## src/rtl/front_sched_pkg.sv

```systemverilog
// Shared types and constants for the amber front-end scheduler.
package front_sched_pkg;

   localparam int SIZE_ADDR     = 16;
   localparam int HBIT_ADDR     = SIZE_ADDR - 1;
   localparam int FLUSH_CYC_DEF = 1;
   localparam int DRAIN_CYC_DEF = 4;
   localparam int SEQ_W         = 3;

   typedef enum logic [1:0] {
      FS_RUN   = 2'd0,
      FS_FLUSH = 2'd1,
      FS_DRAIN = 2'd2,
      FS_HALT  = 2'd3
   } fs_state_e;

   // Sequencing counters are loaded with n-1 so a state lasts exactly n counted cycles.
   function automatic logic [SEQ_W-1:0] seq_load(input int n);
      return SEQ_W'(n - 1);
   endfunction

endpackage

```

## src/rtl/front_sched_sat_counter.sv

```systemverilog
// Parameterised saturating up-counter with enable; holds at all-ones.
module sat_counter #(
   parameter int W = 16
) (
   input  logic         iw_clk,
   input  logic         iw_rst_n,
   input  logic         iw_en,
   output logic [W-1:0] ow_cnt
);

   logic [W-1:0] cnt_d;
   logic [W-1:0] cnt_q;

   always_comb begin
      cnt_d = cnt_q;
      if (iw_en && !(&cnt_q)) begin
         cnt_d = cnt_q + W'(1);
      end else begin
         cnt_d = cnt_q;
      end
   end

   always_ff @(posedge iw_clk or negedge iw_rst_n) begin
      if (!iw_rst_n) begin
         cnt_q <= '0;
      end else begin
         cnt_q <= cnt_d;
      end
   end

   assign ow_cnt = cnt_q;

endmodule

```

## src/rtl/front_sched.sv

```systemverilog
// Front-end stall/flush/redirect scheduler for IA/IF/XT/ID with halt/wake sequencing
// and a saturating stall-cycle counter.
module front_sched
   import front_sched_pkg::*;
#(
   parameter int FLUSH_CYC = FLUSH_CYC_DEF,
   parameter int DRAIN_CYC = DRAIN_CYC_DEF,
   parameter int CNT_W     = 16
) (
   input  logic                 iw_clk,
   input  logic                 iw_rst_n,
   input  logic                 iw_xt_busy,
   input  logic                 iw_ld_use,
   input  logic                 iw_mem_wait,
   input  logic                 iw_br_taken,
   input  logic [HBIT_ADDR:0]   iw_br_pc,
   input  logic                 iw_halt,
   input  logic [HBIT_ADDR:0]   iw_halt_pc,
   input  logic                 iw_wake,
   output logic                 ow_stall_fe,
   output logic                 ow_stall_xd,
   output logic                 ow_stall_be,
   output logic                 ow_bubble_ex,
   output logic                 ow_flush_fe,
   output logic                 ow_redir_v,
   output logic [HBIT_ADDR:0]   ow_redir_pc,
   output logic                 ow_halted,
   output logic [CNT_W-1:0]     ow_stall_cnt
);

   fs_state_e            st_d, st_q;
   logic [SEQ_W-1:0]     seq_d, seq_q;
   logic                 pend_v_d, pend_v_q;
   logic [HBIT_ADDR:0]   pend_pc_d, pend_pc_q;
   logic [HBIT_ADDR:0]   halt_pc_d, halt_pc_q;
   logic                 redir_v_d, redir_v_q;
   logic [HBIT_ADDR:0]   redir_pc_d, redir_pc_q;
   logic                 flush_d, flush_q;
   logic                 halted_d, halted_q;
   logic                 take_s;
   logic [HBIT_ADDR:0]   take_pc_s;
   logic                 br_ok_s;

   // Redirect selection: a branch during memory wait parks in the pending slot (youngest wins).
   always_comb begin
      br_ok_s   = iw_br_taken && (st_q != FS_HALT);
      take_s    = 1'b0;
      take_pc_s = iw_br_pc;
      pend_v_d  = pend_v_q;
      pend_pc_d = pend_pc_q;
      if (iw_mem_wait) begin
         if (br_ok_s) begin
            pend_v_d  = 1'b1;
            pend_pc_d = iw_br_pc;
         end else begin
            pend_v_d  = pend_v_q;
         end
      end else if (br_ok_s) begin
         take_s    = 1'b1;
         take_pc_s = iw_br_pc;
         pend_v_d  = 1'b0;
      end else if (pend_v_q) begin
         take_s    = 1'b1;
         take_pc_s = pend_pc_q;
         pend_v_d  = 1'b0;
      end else begin
         take_s    = 1'b0;
      end
   end

   // FSM next state and registered redirect/flush/halt outputs.
   always_comb begin
      st_d       = st_q;
      seq_d      = seq_q;
      halt_pc_d  = halt_pc_q;
      redir_v_d  = 1'b0;
      redir_pc_d = redir_pc_q;
      case (st_q)
         FS_RUN, FS_FLUSH, FS_DRAIN: begin
            if (take_s) begin
               st_d       = FS_FLUSH;
               seq_d      = seq_load(FLUSH_CYC);
               redir_v_d  = 1'b1;
               redir_pc_d = take_pc_s;
            end else if (st_q == FS_RUN) begin
               // A HLT behind a pending redirect is on the wrong path and is dropped.
               if (iw_halt && !iw_br_taken && !pend_v_q) begin
                  st_d      = FS_DRAIN;
                  seq_d     = seq_load(DRAIN_CYC);
                  halt_pc_d = iw_halt_pc + SIZE_ADDR'(1);
               end else begin
                  st_d = FS_RUN;
               end
            end else if (st_q == FS_FLUSH) begin
               if (seq_q == '0) begin
                  st_d = FS_RUN;
               end else begin
                  seq_d = seq_q - SEQ_W'(1);
               end
            end else if (!iw_mem_wait) begin
               if (seq_q == '0) begin
                  st_d = FS_HALT;
               end else begin
                  seq_d = seq_q - SEQ_W'(1);
               end
            end else begin
               seq_d = seq_q;
            end
         end
         FS_HALT: begin
            if (iw_wake) begin
               st_d       = FS_FLUSH;
               seq_d      = seq_load(FLUSH_CYC);
               redir_v_d  = 1'b1;
               redir_pc_d = halt_pc_q;
            end else begin
               st_d = FS_HALT;
            end
         end
         default: begin
            st_d = FS_RUN;
         end
      endcase
      flush_d  = (st_d == FS_FLUSH);
      halted_d = (st_d == FS_HALT);
   end

   // Zero-latency stall and bubble generation in priority order.
   always_comb begin
      ow_stall_fe  = 1'b0;
      ow_stall_xd  = 1'b0;
      ow_stall_be  = 1'b0;
      ow_bubble_ex = 1'b0;
      if (iw_mem_wait) begin
         ow_stall_fe = 1'b1;
         ow_stall_xd = 1'b1;
         ow_stall_be = 1'b1;
      end else begin
         case (st_q)
            FS_FLUSH: begin
               ow_stall_fe = 1'b0;
            end
            FS_DRAIN, FS_HALT: begin
               ow_stall_fe = 1'b1;
               ow_stall_xd = 1'b1;
            end
            FS_RUN: begin
               if (iw_ld_use) begin
                  ow_stall_fe  = 1'b1;
                  ow_stall_xd  = 1'b1;
                  ow_bubble_ex = 1'b1;
               end else if (iw_xt_busy) begin
                  ow_stall_fe = 1'b1;
               end else begin
                  ow_stall_fe = 1'b0;
               end
            end
            default: begin
               ow_stall_fe = 1'b0;
            end
         endcase
      end
   end

   // State, sequencing counter, pending target and registered outputs.
   always_ff @(posedge iw_clk or negedge iw_rst_n) begin
      if (!iw_rst_n) begin
         st_q       <= FS_RUN;
         seq_q      <= '0;
         pend_v_q   <= 1'b0;
         pend_pc_q  <= '0;
         halt_pc_q  <= '0;
         redir_v_q  <= 1'b0;
         redir_pc_q <= '0;
         flush_q    <= 1'b0;
         halted_q   <= 1'b0;
      end else begin
         st_q       <= st_d;
         seq_q      <= seq_d;
         pend_v_q   <= pend_v_d;
         pend_pc_q  <= pend_pc_d;
         halt_pc_q  <= halt_pc_d;
         redir_v_q  <= redir_v_d;
         redir_pc_q <= redir_pc_d;
         flush_q    <= flush_d;
         halted_q   <= halted_d;
      end
   end

   sat_counter #(.W(CNT_W)) u_stall_cnt (
      .iw_clk   (iw_clk),
      .iw_rst_n (iw_rst_n),
      .iw_en    (ow_stall_fe | ow_stall_xd | ow_stall_be),
      .ow_cnt   (ow_stall_cnt)
   );

   assign ow_flush_fe = flush_q;
   assign ow_redir_v  = redir_v_q;
   assign ow_redir_pc = redir_pc_q;
   assign ow_halted   = halted_q;

endmodule

```

## config.mk

```make
export PLATFORM = sky130hd
export DESIGN_NAME = front_sched
export DESIGN_NICKNAME = d
export VERILOG_FILES = /design/src/rtl/front_sched_pkg.sv /design/src/rtl/front_sched_sat_counter.sv /design/src/rtl/front_sched.sv
export SDC_FILE = /design/constraint.sdc
export NUM_CORES = 1
export LEC_CHECK = 0
export ABC_CLOCK_PERIOD_IN_PS = 1850
export CAP_MARGIN = 20
export CORE_MARGIN = 1
export CORE_UTILIZATION = 25
export DETAILED_ROUTE_END_ITERATION = 10
export GPL_TIMING_DRIVEN = 1
export PLACE_DENSITY = 0.56
export SYNTH_ARGS = -nofsm -noshare
export SYNTH_HDL_FRONTEND = slang
export SYNTH_SLANG_ARGS = --single-unit
```

## constraint.sdc

```tcl
create_clock -name iw_clk -period 1.85 [get_ports iw_clk]
set_input_delay 0.37 -clock iw_clk [delete_from_list [all_inputs] [get_ports iw_clk]]
set_output_delay 0.37 -clock iw_clk [all_outputs]
set_load 0.03 [all_outputs]
```

==> qor.log, run 1 <==
qor: run_status.outcome finished, violations left
qor: run_status.failed_checks DRC
qor: pwr.pwr-share-clk 23.8%
qor: timing.finalHoldWorstSlack 0.0345 ns
qor: synthesis.count_of_flip_flops_with_a_built_in_enable_after_synthesis 0
qor: cts.clock_latency_reported_for_the_late_side_of_the_worst_skew_pair 0.34 ns
qor: placed_design.dpl_worst_slack -0.275 ns
qor: timing.finalWorstPathRequiredPeriod 1.79 ns
qor: global_route.overflow 0
qor: drt.detail-route-antenna-nets 0
qor: drt.avgViaCountPerCell 4.61
qor: drt.dr_total_vias 2,967
qor: floorplanning.die_y 125 um
qor: cts.cts_inserted_buffers 9
qor: cells_and_area.final_util 36.2%
qor: pwr.netSwitchingFraction 36.0%
qor: global_route.grt_max_degree 74
qor: timing.layout_setup_ws 0.0574 ns
qor: setup_path.crit_fanout 4
qor: timing.fin_setup_tns 0 ns
qor: setup_path.cp_cell_sequence clkdlybuf4s50_1
qor: setup_path.critical_path_arrival 1.42 ns
qor: synthesis.yosys.area.top_type_share 48.3%
qor: setup_path.timing.rr.end seq_q[0]
qor: pwr.power.internal 0.00458 W
qor: synthesis.synth_top_area_cell dfrtp_1
qor: timing.final-setup-viol-count 0
qor: timing.hold_viol_final 0
qor: pwr.p_leak 2.37 nW
qor: synthesis.yosysUniqueCellTypes 54
qor: setup_path.worstReg2RegStart st_q[0]
qor: cts.worst_setup_hold_path_clk_slew 0.06 ns
qor: setup_path.reg2regPathDepth 5
qor: cts.cts-root-buf clkbuf_16
qor: timing.grt_setup_unrepaired no
qor: synthesis.synth_seq_cells 73
qor: synthesis.synth-warning-count 0
qor: setup_path.crit_family buffers and inverters
qor: placed_design.hpwlAfterDp 6710 um
qor: drt.detailedRoute.firstPassIterationCount 7
qor: timing.timing.final.crit_share 96.9%
qor: drt.route.detailed.drc 12
qor: floorplanning.die-area 15,600 um2
qor: timing.final-max-slew-violation-count 0
qor: synthesis.ys_seq_area_share 48.3%
qor: placed_design.dpl-instance-area 4970 um2
qor: setup_path.critical_path_class register to output pin
qor: cells_and_area.areaGrowthSynthToFinish 40.2%
qor: setup_path.library_cell_contributing_the_largest_single_delay_on_the_critical_path clkdlybuf4s50_1
qor: synthesis.mappedNetlistNets 397
qor: pwr.power_density 1350 nW/um2
qor: cts.htree_num_levels 3
qor: timing.highest_clock_frequency_the_design_can_meet 558 MHz
qor: pwr.share_comb_of_total_power 40.2%
qor: worst_hold_path.worst_hold_path_type input port to asynchronous set/reset pin
qor: cts.tritoncts built
qor: setup_path.setup.worst_path.end_class output pin
qor: drt.route.final.wire_length 9190 um
qor: floorplanning.core.rowCount 44
qor: timing.tightestPinTransition 0.409 ns
qor: cells_and_area.antenna_cells 0
qor: synthesis.synth.cell_area 3780 um2
qor: placed_design.global_placement_routability_congestion 0.788
qor: cells_and_area.share_of_final_layout_standard_cells_stronger_than_drive_strength_1 18.7%
qor: setup_path.worst-path-buf-inv 1
qor: synthesis.syn-mean-instance-area 10.7 um2
qor: pwr.power.sequential.fraction 36.0%
qor: cts.clockBufferDepth 2
qor: pwr.max-vdd-ir-drop 1010 uV
qor: global_route.grtUsageTotal 12.6%
qor: setup_path.timing.critical_path.required 1.48 ns
qor: global_route.first_pass_grt_wire_length 15,600 um
qor: synthesis.post_synth_inst_count 353
qor: floorplanning.core_region_area 14,600 um2
qor: cells_and_area.stdcell_area 5300 um2
qor: cells_and_area.num-nets-final 501
qor: cts.clock-sinks 73
qor: setup_path.crit_path_max_incr_delay 0.70 ns
qor: floorplanning.boundaryPins 79
qor: floorplanning.fp.dieW 125 um
qor: floorplanning.start_util 25.8%
qor: pwr.netSwitchingPower 0.00257 W
qor: timing.max-slew-margin-rel 72.7%
qor: placed_design.port_buffers 78
qor: setup_path.timing.critical_path.from_type register
qor: cells_and_area.layout.filler_cells 1,460
qor: global_route.grt_pass1_vias 3,109
qor: global_route.antenna_found_initial 1
qor: setup_path.r2r_setup_slack 0.18 ns
qor: synthesis.async_flop_share 100%
qor: drt.detailedRoute.firstIterationViolations 137
qor: timing.fin_skew 0.00567 ns
qor: job.maxCapViolations 0
qor: synthesis.yosys_most_used_dff dfrtp_1
qor: drt.route.detailed.wl_per_inst 14.3 um
qor: synthesis.ys_top_cells_by_area dfrtp_1 (48%), xnor2_1 (4.9%), mux2_2 (4.8%), mux2i_1 (4.5%), a211oi_1 (3.2%)
==> how the worst max path moves through the flow <==
stage / from / endpoint / cells after the start
after floorplan: u_stall_cnt.ow_cnt[0] / u_stall_cnt.ow_cnt[1] / 6
after global placement: iw_mem_wait / seq_q[1] / 5
after detailed placement: iw_mem_wait / seq_q[1] / 5
after CTS: u_stall_cnt.ow_cnt[1] / ow_stall_cnt[1] / 1
after global routing: u_stall_cnt.ow_cnt[0] / ow_stall_cnt[0] / 1
final: u_stall_cnt.ow_cnt[0] / ow_stall_cnt[0] / 1
==> power groups by stage <==
stage	Clock [W]	Combinational, W	Sequential [W]
finish	0.00170	0.00287	0.00258
global route	0.00184	0.00312	0.00267
CTS	0.00177	0.00286	0.00259
detailed placement	0	0.00282	0.00262
global placement	0	0.00278	0.00259
floorplan	0	0.00126	0.00304
==> area by class of cell <==
| class | instances | area (um2) | share of cell area (%) |
|---|---|---|---|
| Inverter | 8 | 30.0 | 0.566 |
| Tap cell | 184 | 230 | 4.34 |
| Clock buffer | 11 | 243 | 4.58 |
| Timing Repair Buffer | 115 | 1110 | 21.0 |
| Sequential cell | 73 | 1830 | 34.5 |
| Multi-Input combinational cell | 250 | 1820 | 34.3 |
| Clock inverter | 3 | 42.5 | 0.802 |
==> kinds of logic after synthesis <==
family                     Yosys count  synth area share [%]
and+or+nand+nor                    107                  15.0
AOI/OAI and AO/OA                   76                  14.5
DFF                                 73                  48.3
muxes                               36                  10.6
buffers and inverters               30                  4.07
xor gates and xnor gates            27                  6.25
adders and majority gates            4                  1.32
==> state kept, by name, indices dropped and copies added, names as in the netlist <==
name                flops
seq_q                   3
ow_flush_fe             1
ow_halted               1
halt_pc_q              16
st_q                    2
pend_pc_q              16
u_stall_cnt.ow_cnt     16
ow_redir_v              1
pend_v_q                1
ow_redir_pc            16
==> layer usage <==
metal / part of all wire [%] / track usage (%)
met1: 45 / 15.3
met2: 48 / 20.6
met3: 5.6 / 4.32
met4: 1.7 / 5.02
met5: 0.12 / 0
==> cells in the final DEF (no fill, tap or decap), types with 6 or more instances in the layout <==
master,n
dfrtp_1,72
clkdlybuf4s50_1,62
buf_4,37
nand2_1,27
nor2_1,23
xnor2_1,21
mux2i_1,17
mux2_2,16
a211oi_1,16
a21o_1,16
o21ai_0,14
nand4_1,11
nand3_1,9
clkbuf_16,9
inv_1,8
o211ai_1,7
xor2_1,6
dlygate4sd2_1,6
==> stage by stage <==
step	cells	power, W
4_1_cts	642	0.00722
2_1_floorplan	353	0.00430
3_5_place_dp	626	0.00545
6_report	644	0.00715
5_1_grt	644	0.00763
3_3_place_gp	626	0.00538
==> worst register-to-register path, stage by stage (launching register included) <==
cell and delay (ns):
dfrtp_2 0.41, buf_4 0.16, nor4b_1 0.37, a2111oi_2 0.09, a211o_1 0.33, o41ai_2 0.20
==> synth_stat cells (2+ instances only) <==
library cell / n
o21ai_1: 3
nand2b_1: 2
and2_1: 5
and3_1: 5
inv_1: 8
nor3_1: 3
mux2_2: 16
a211o_1: 2
buf_2: 9
mux2i_1: 17
and4_1: 4
nor2b_1: 2
ha_1: 4
nor2_1: 24
dfrtp_1: 73
buf_6: 3
clkbuf_1: 7
nor4_1: 5
buf_4: 2
nand4_1: 11
a21o_1: 16
o22ai_1: 2
nor3b_1: 2
nand2_1: 27
a21oi_1: 4
xor2_1: 6
o211ai_1: 7
nand3_1: 9
o21ai_0: 15
xnor2_1: 21
a211oi_1: 16
==> timing repair <==
action / 4_1_cts / 5_1_grt
buffers inserted: 2 / 2
setup endpoints to repair: 8 / 8
hold endpoints to repair: 0 / 0
gates resized for setup: 8 / 8
hold buffers: 0 / 0
(Power assumes the default switching activity.)
==> run 2: changes to the inputs <==
- CORE_MARGIN: 1 -> not set
- SYNTH_HIERARCHICAL: not set -> 1
==> qor.log, run 2 <==
qor: synthesis.syn-mean-instance-area 10.2 um2
qor: setup_path.reg2regPathDepth 6
qor: synthesis.yosysUniqueCellTypes 59
qor: cells_and_area.areaGrowthSynthToFinish 41.9%
qor: cts.cts_inserted_buffers 9
qor: setup_path.crit_path_max_incr_delay 0.71 ns
qor: global_route.grt_max_degree 48
qor: drt.route.final.wire_length 10,300 um
qor: drt.route.detailed.drc 0
qor: synthesis.synth_most_common_cell dfrtp_1
qor: synthesis.ys_top_cells_by_area dfrtp_1 (47%), mux2_2 (5.2%), nand2_1 (4.2%), o21ai_0 (4.0%), a211oi_1 (3.5%)
qor: cells_and_area.final_util 36.3%
qor: floorplanning.start_util 25.5%
qor: cells_and_area.final_common_cell dfrtp_1
qor: cells_and_area.antenna_cells 0
qor: setup_path.timing.critical_path.from_type register
qor: floorplanning.boundaryPins 79
qor: global_route.first_pass_grt_wire_length 17,100 um
qor: cts.cts-root-buf clkbuf_16
qor: drt.dr_total_vias 3,281
qor: timing.finalWorstPathRequiredPeriod 1.77 ns
qor: placed_design.hpwlAfterDp 7570 um
qor: synthesis.yosys_most_used_dff dfrtp_1
qor: synthesis.post_synth_inst_count 380
qor: floorplanning.fp.dieW 126 um
qor: timing.final-setup-viol-count 0
qor: drt.route.detailed.wl_per_inst 14.8 um
qor: pwr.power_density 1360 nW/um2
qor: cells_and_area.num-nets-final 543
qor: timing.fin_skew 0.00776 ns
qor: pwr.max-vdd-ir-drop 718 uV
qor: floorplanning.die-area 16,000 um2
qor: cts.worst_setup_hold_path_clk_slew 0.06 ns
qor: synthesis.post_synth_mux_area_share 5.79%
qor: timing.layout_setup_ws 0.0783 ns
qor: synthesis.synth-warning-count 6
qor: cells_and_area.most-common-layout-cells dfrtp_1 (72), clkdlybuf4s50_1 (56), buf_4 (46), nand2_1 (43), o21ai_0 (30)
qor: timing.fin_setup_tns 0 ns
qor: cells_and_area.layout.filler_cells 1,513
qor: synthesis.synth_compound_gate_area_share 16.1%
qor: timing.finalHoldWorstSlack 0.441 ns
qor: placed_design.global_placement_routability_congestion 0.811
qor: timing.max-slew-margin-rel 76.1%
qor: timing.tightestPinTransition 0.358 ns
qor: drt.detailedRoute.firstIterationViolations 142
qor: timing.highest_clock_frequency_the_design_can_meet 564 MHz
qor: pwr.p_leak 2.34 nW
qor: timing.hold_viol_final 0
qor: job.maxCapViolations 0
qor: synthesis.synthSimpleGateAreaFrac 20.6%
qor: timing.timing.final.crit_share 95.8%
qor: synthesis.post_synthesis_share_of_cell_area_spent_on_full_adders_half_adders_and_majority_gates 1.29%
qor: synthesis.synth_top_area_cell dfrtp_1
qor: synthesis.synthXorXnorAreaFrac 4.98%
qor: cts.clockBufferDepth 2
qor: synthesis.count_of_flip_flops_with_a_built_in_enable_after_synthesis 0
qor: synthesis.ys_seq_area_share 47.2%
qor: synthesis.synth.cell_area 3870 um2
qor: drt.detail-route-antenna-nets 0
qor: synthesis.mappedNetlistNets 424
qor: synthesis.synth_top_cells_by_count dfrtp_1 (73), nand2_1 (43), o21ai_0 (31)
qor: setup_path.crit_fanout 2
qor: floorplanning.die_y 126 um
qor: global_route.overflow 0
qor: drt.avgViaCountPerCell 4.74
qor: setup_path.timing.critical_path.required 1.48 ns
qor: cts.htree_num_levels 3
qor: global_route.grtUsageTotal 13.8%
qor: synthesis.dominant_combinational_cell_family_by_area_after_synthesis simple AND/OR/NAND/NOR gates
qor: synthesis.yosys.area.top_type_share 47.2%
qor: timing.grt_setup_unrepaired no
qor: timing.final-max-slew-violation-count 0
qor: setup_path.library_cell_contributing_the_largest_single_delay_on_the_critical_path clkdlybuf4s50_1
qor: floorplanning.core_region_area 15,100 um2
qor: synthesis.synth_seq_cells 73
qor: setup_path.setup.worst_path.end_class output pin
qor: setup_path.worst-path-buf-inv 1
qor: setup_path.cp_cell_sequence clkdlybuf4s50_1
qor: run_status.outcome finished clean
qor: placed_design.port_buffers 78
qor: setup_path.critical_path_arrival 1.40 ns
qor: placed_design.dpl_worst_slack -0.315 ns
qor: cells_and_area.share_of_final_layout_standard_cells_stronger_than_drive_strength_1 23.0%
qor: setup_path.crit_family buffers and inverters
qor: cts.tritoncts built
qor: cts.clock_latency_reported_for_the_late_side_of_the_worst_skew_pair 0.34 ns
qor: setup_path.critical_path_class register to output pin
qor: floorplanning.core.rowCount 45
qor: synthesis.async_flop_share 100%
qor: drt.detailedRoute.firstPassIterationCount 4
qor: worst_hold_path.worst_hold_path_type input port to asynchronous set/reset pin
qor: cts.clock-sinks 73
qor: global_route.antenna_found_initial 0
qor: setup_path.worstSetupPathDepth 1
qor: global_route.grt_pass1_vias 3,272
run 2: changes by cell type in the layout (fill, tap and decap cells not counted), sizes merged, moves of 7 or more:
| cell | before | now |
|---|---|---|
| a21o | 16 | 1 |
| a21oi | 4 | 13 |
| buf | 42 | 53 |
| dlygate4sd2 | 6 | 14 |
| mux2i | 18 | 1 |
| nand2 | 28 | 44 |
| nor2 | 24 | 15 |
| nor2b | 2 | 20 |
| o211ai | 7 | 0 |
| o21ai | 18 | 53 |
| xnor2 | 21 | 14 |
run 2: path summary, 6_finish.rpt:
| check | end | slack [ns] | from |
|---|---|---|---|
| setup / recovery | ow_redir_pc[3] | 0.08 | ow_redir_pc[3] |
| setup reg to reg | u_stall_cnt/ow_cnt[9] | 0.11 | st_q[0] |
| hold reg to reg | halt_pc_q[6] | 0.48 | halt_pc_q[6] |
| hold / removal | pend_pc_q[6] | 0.44 | iw_rst_n |
| max in group asynchronous | st_q[0] | 0.83 | iw_rst_n |
| min in group iw_clk | halt_pc_q[6] | 0.48 | halt_pc_q[6] |
run 2: repair_timing:
item	4_1_cts	5_1_grt
setup buffers	2	0
hold buffers	1	0
gates cloned	0	0
setup endpoints to repair	15	9
pin swaps	0	1
gates resized for setup	16	10
hold endpoints to repair	9	0
run 2: where the power goes:
group / internal [W] / switching [W] / total [W]
Sequential: 0.00221 / 0.000451 / 0.00266
Clock: 0.000985 / 0.000700 / 0.00169
Combinational: 0.00138 / 0.00176 / 0.00314
Total: 0.00457 / 0.00291 / 0.00748
run 2: cell type report:
class	count	area, um2	area share [%]
clock buffers	11	253	4.60
repair buffers	127	1180	21.6
flip-flops and latches	73	1830	33.3
clock inverters	5	38.8	0.706
multi-input cells	282	1930	35.1
inverters	6	27.5	0.501
well taps	188	235	4.28
run 2: metrics by stage:
step           instances  cell area, um2  power (W)
3_5_place_dp         673            5150    0.00581
6_report             692            5490    0.00748
4_1_cts              692            5450    0.00754
2_1_floorplan        380            3880    0.00454
5_1_grt              692            5490    0.00802
3_3_place_gp         673            5150    0.00575
run 2: routing by layer:
| metal | part of all wire, % | GRT usage, % |
|---|---|---|
| met1 | 48 | 18.6 |
| met4 | 0.59 | 3.40 |
| met2 | 46 | 21.5 |
| met3 | 5.4 | 4.22 |
| met5 | 0 | 0 |
run 2: kinds of logic after synthesis:
logic type / after synthesis
compound gates: 99
fa+ha+maj: 4
xor+xnor: 22
mux: 20
buf+inv: 25
flops: 73
simple gates: 137
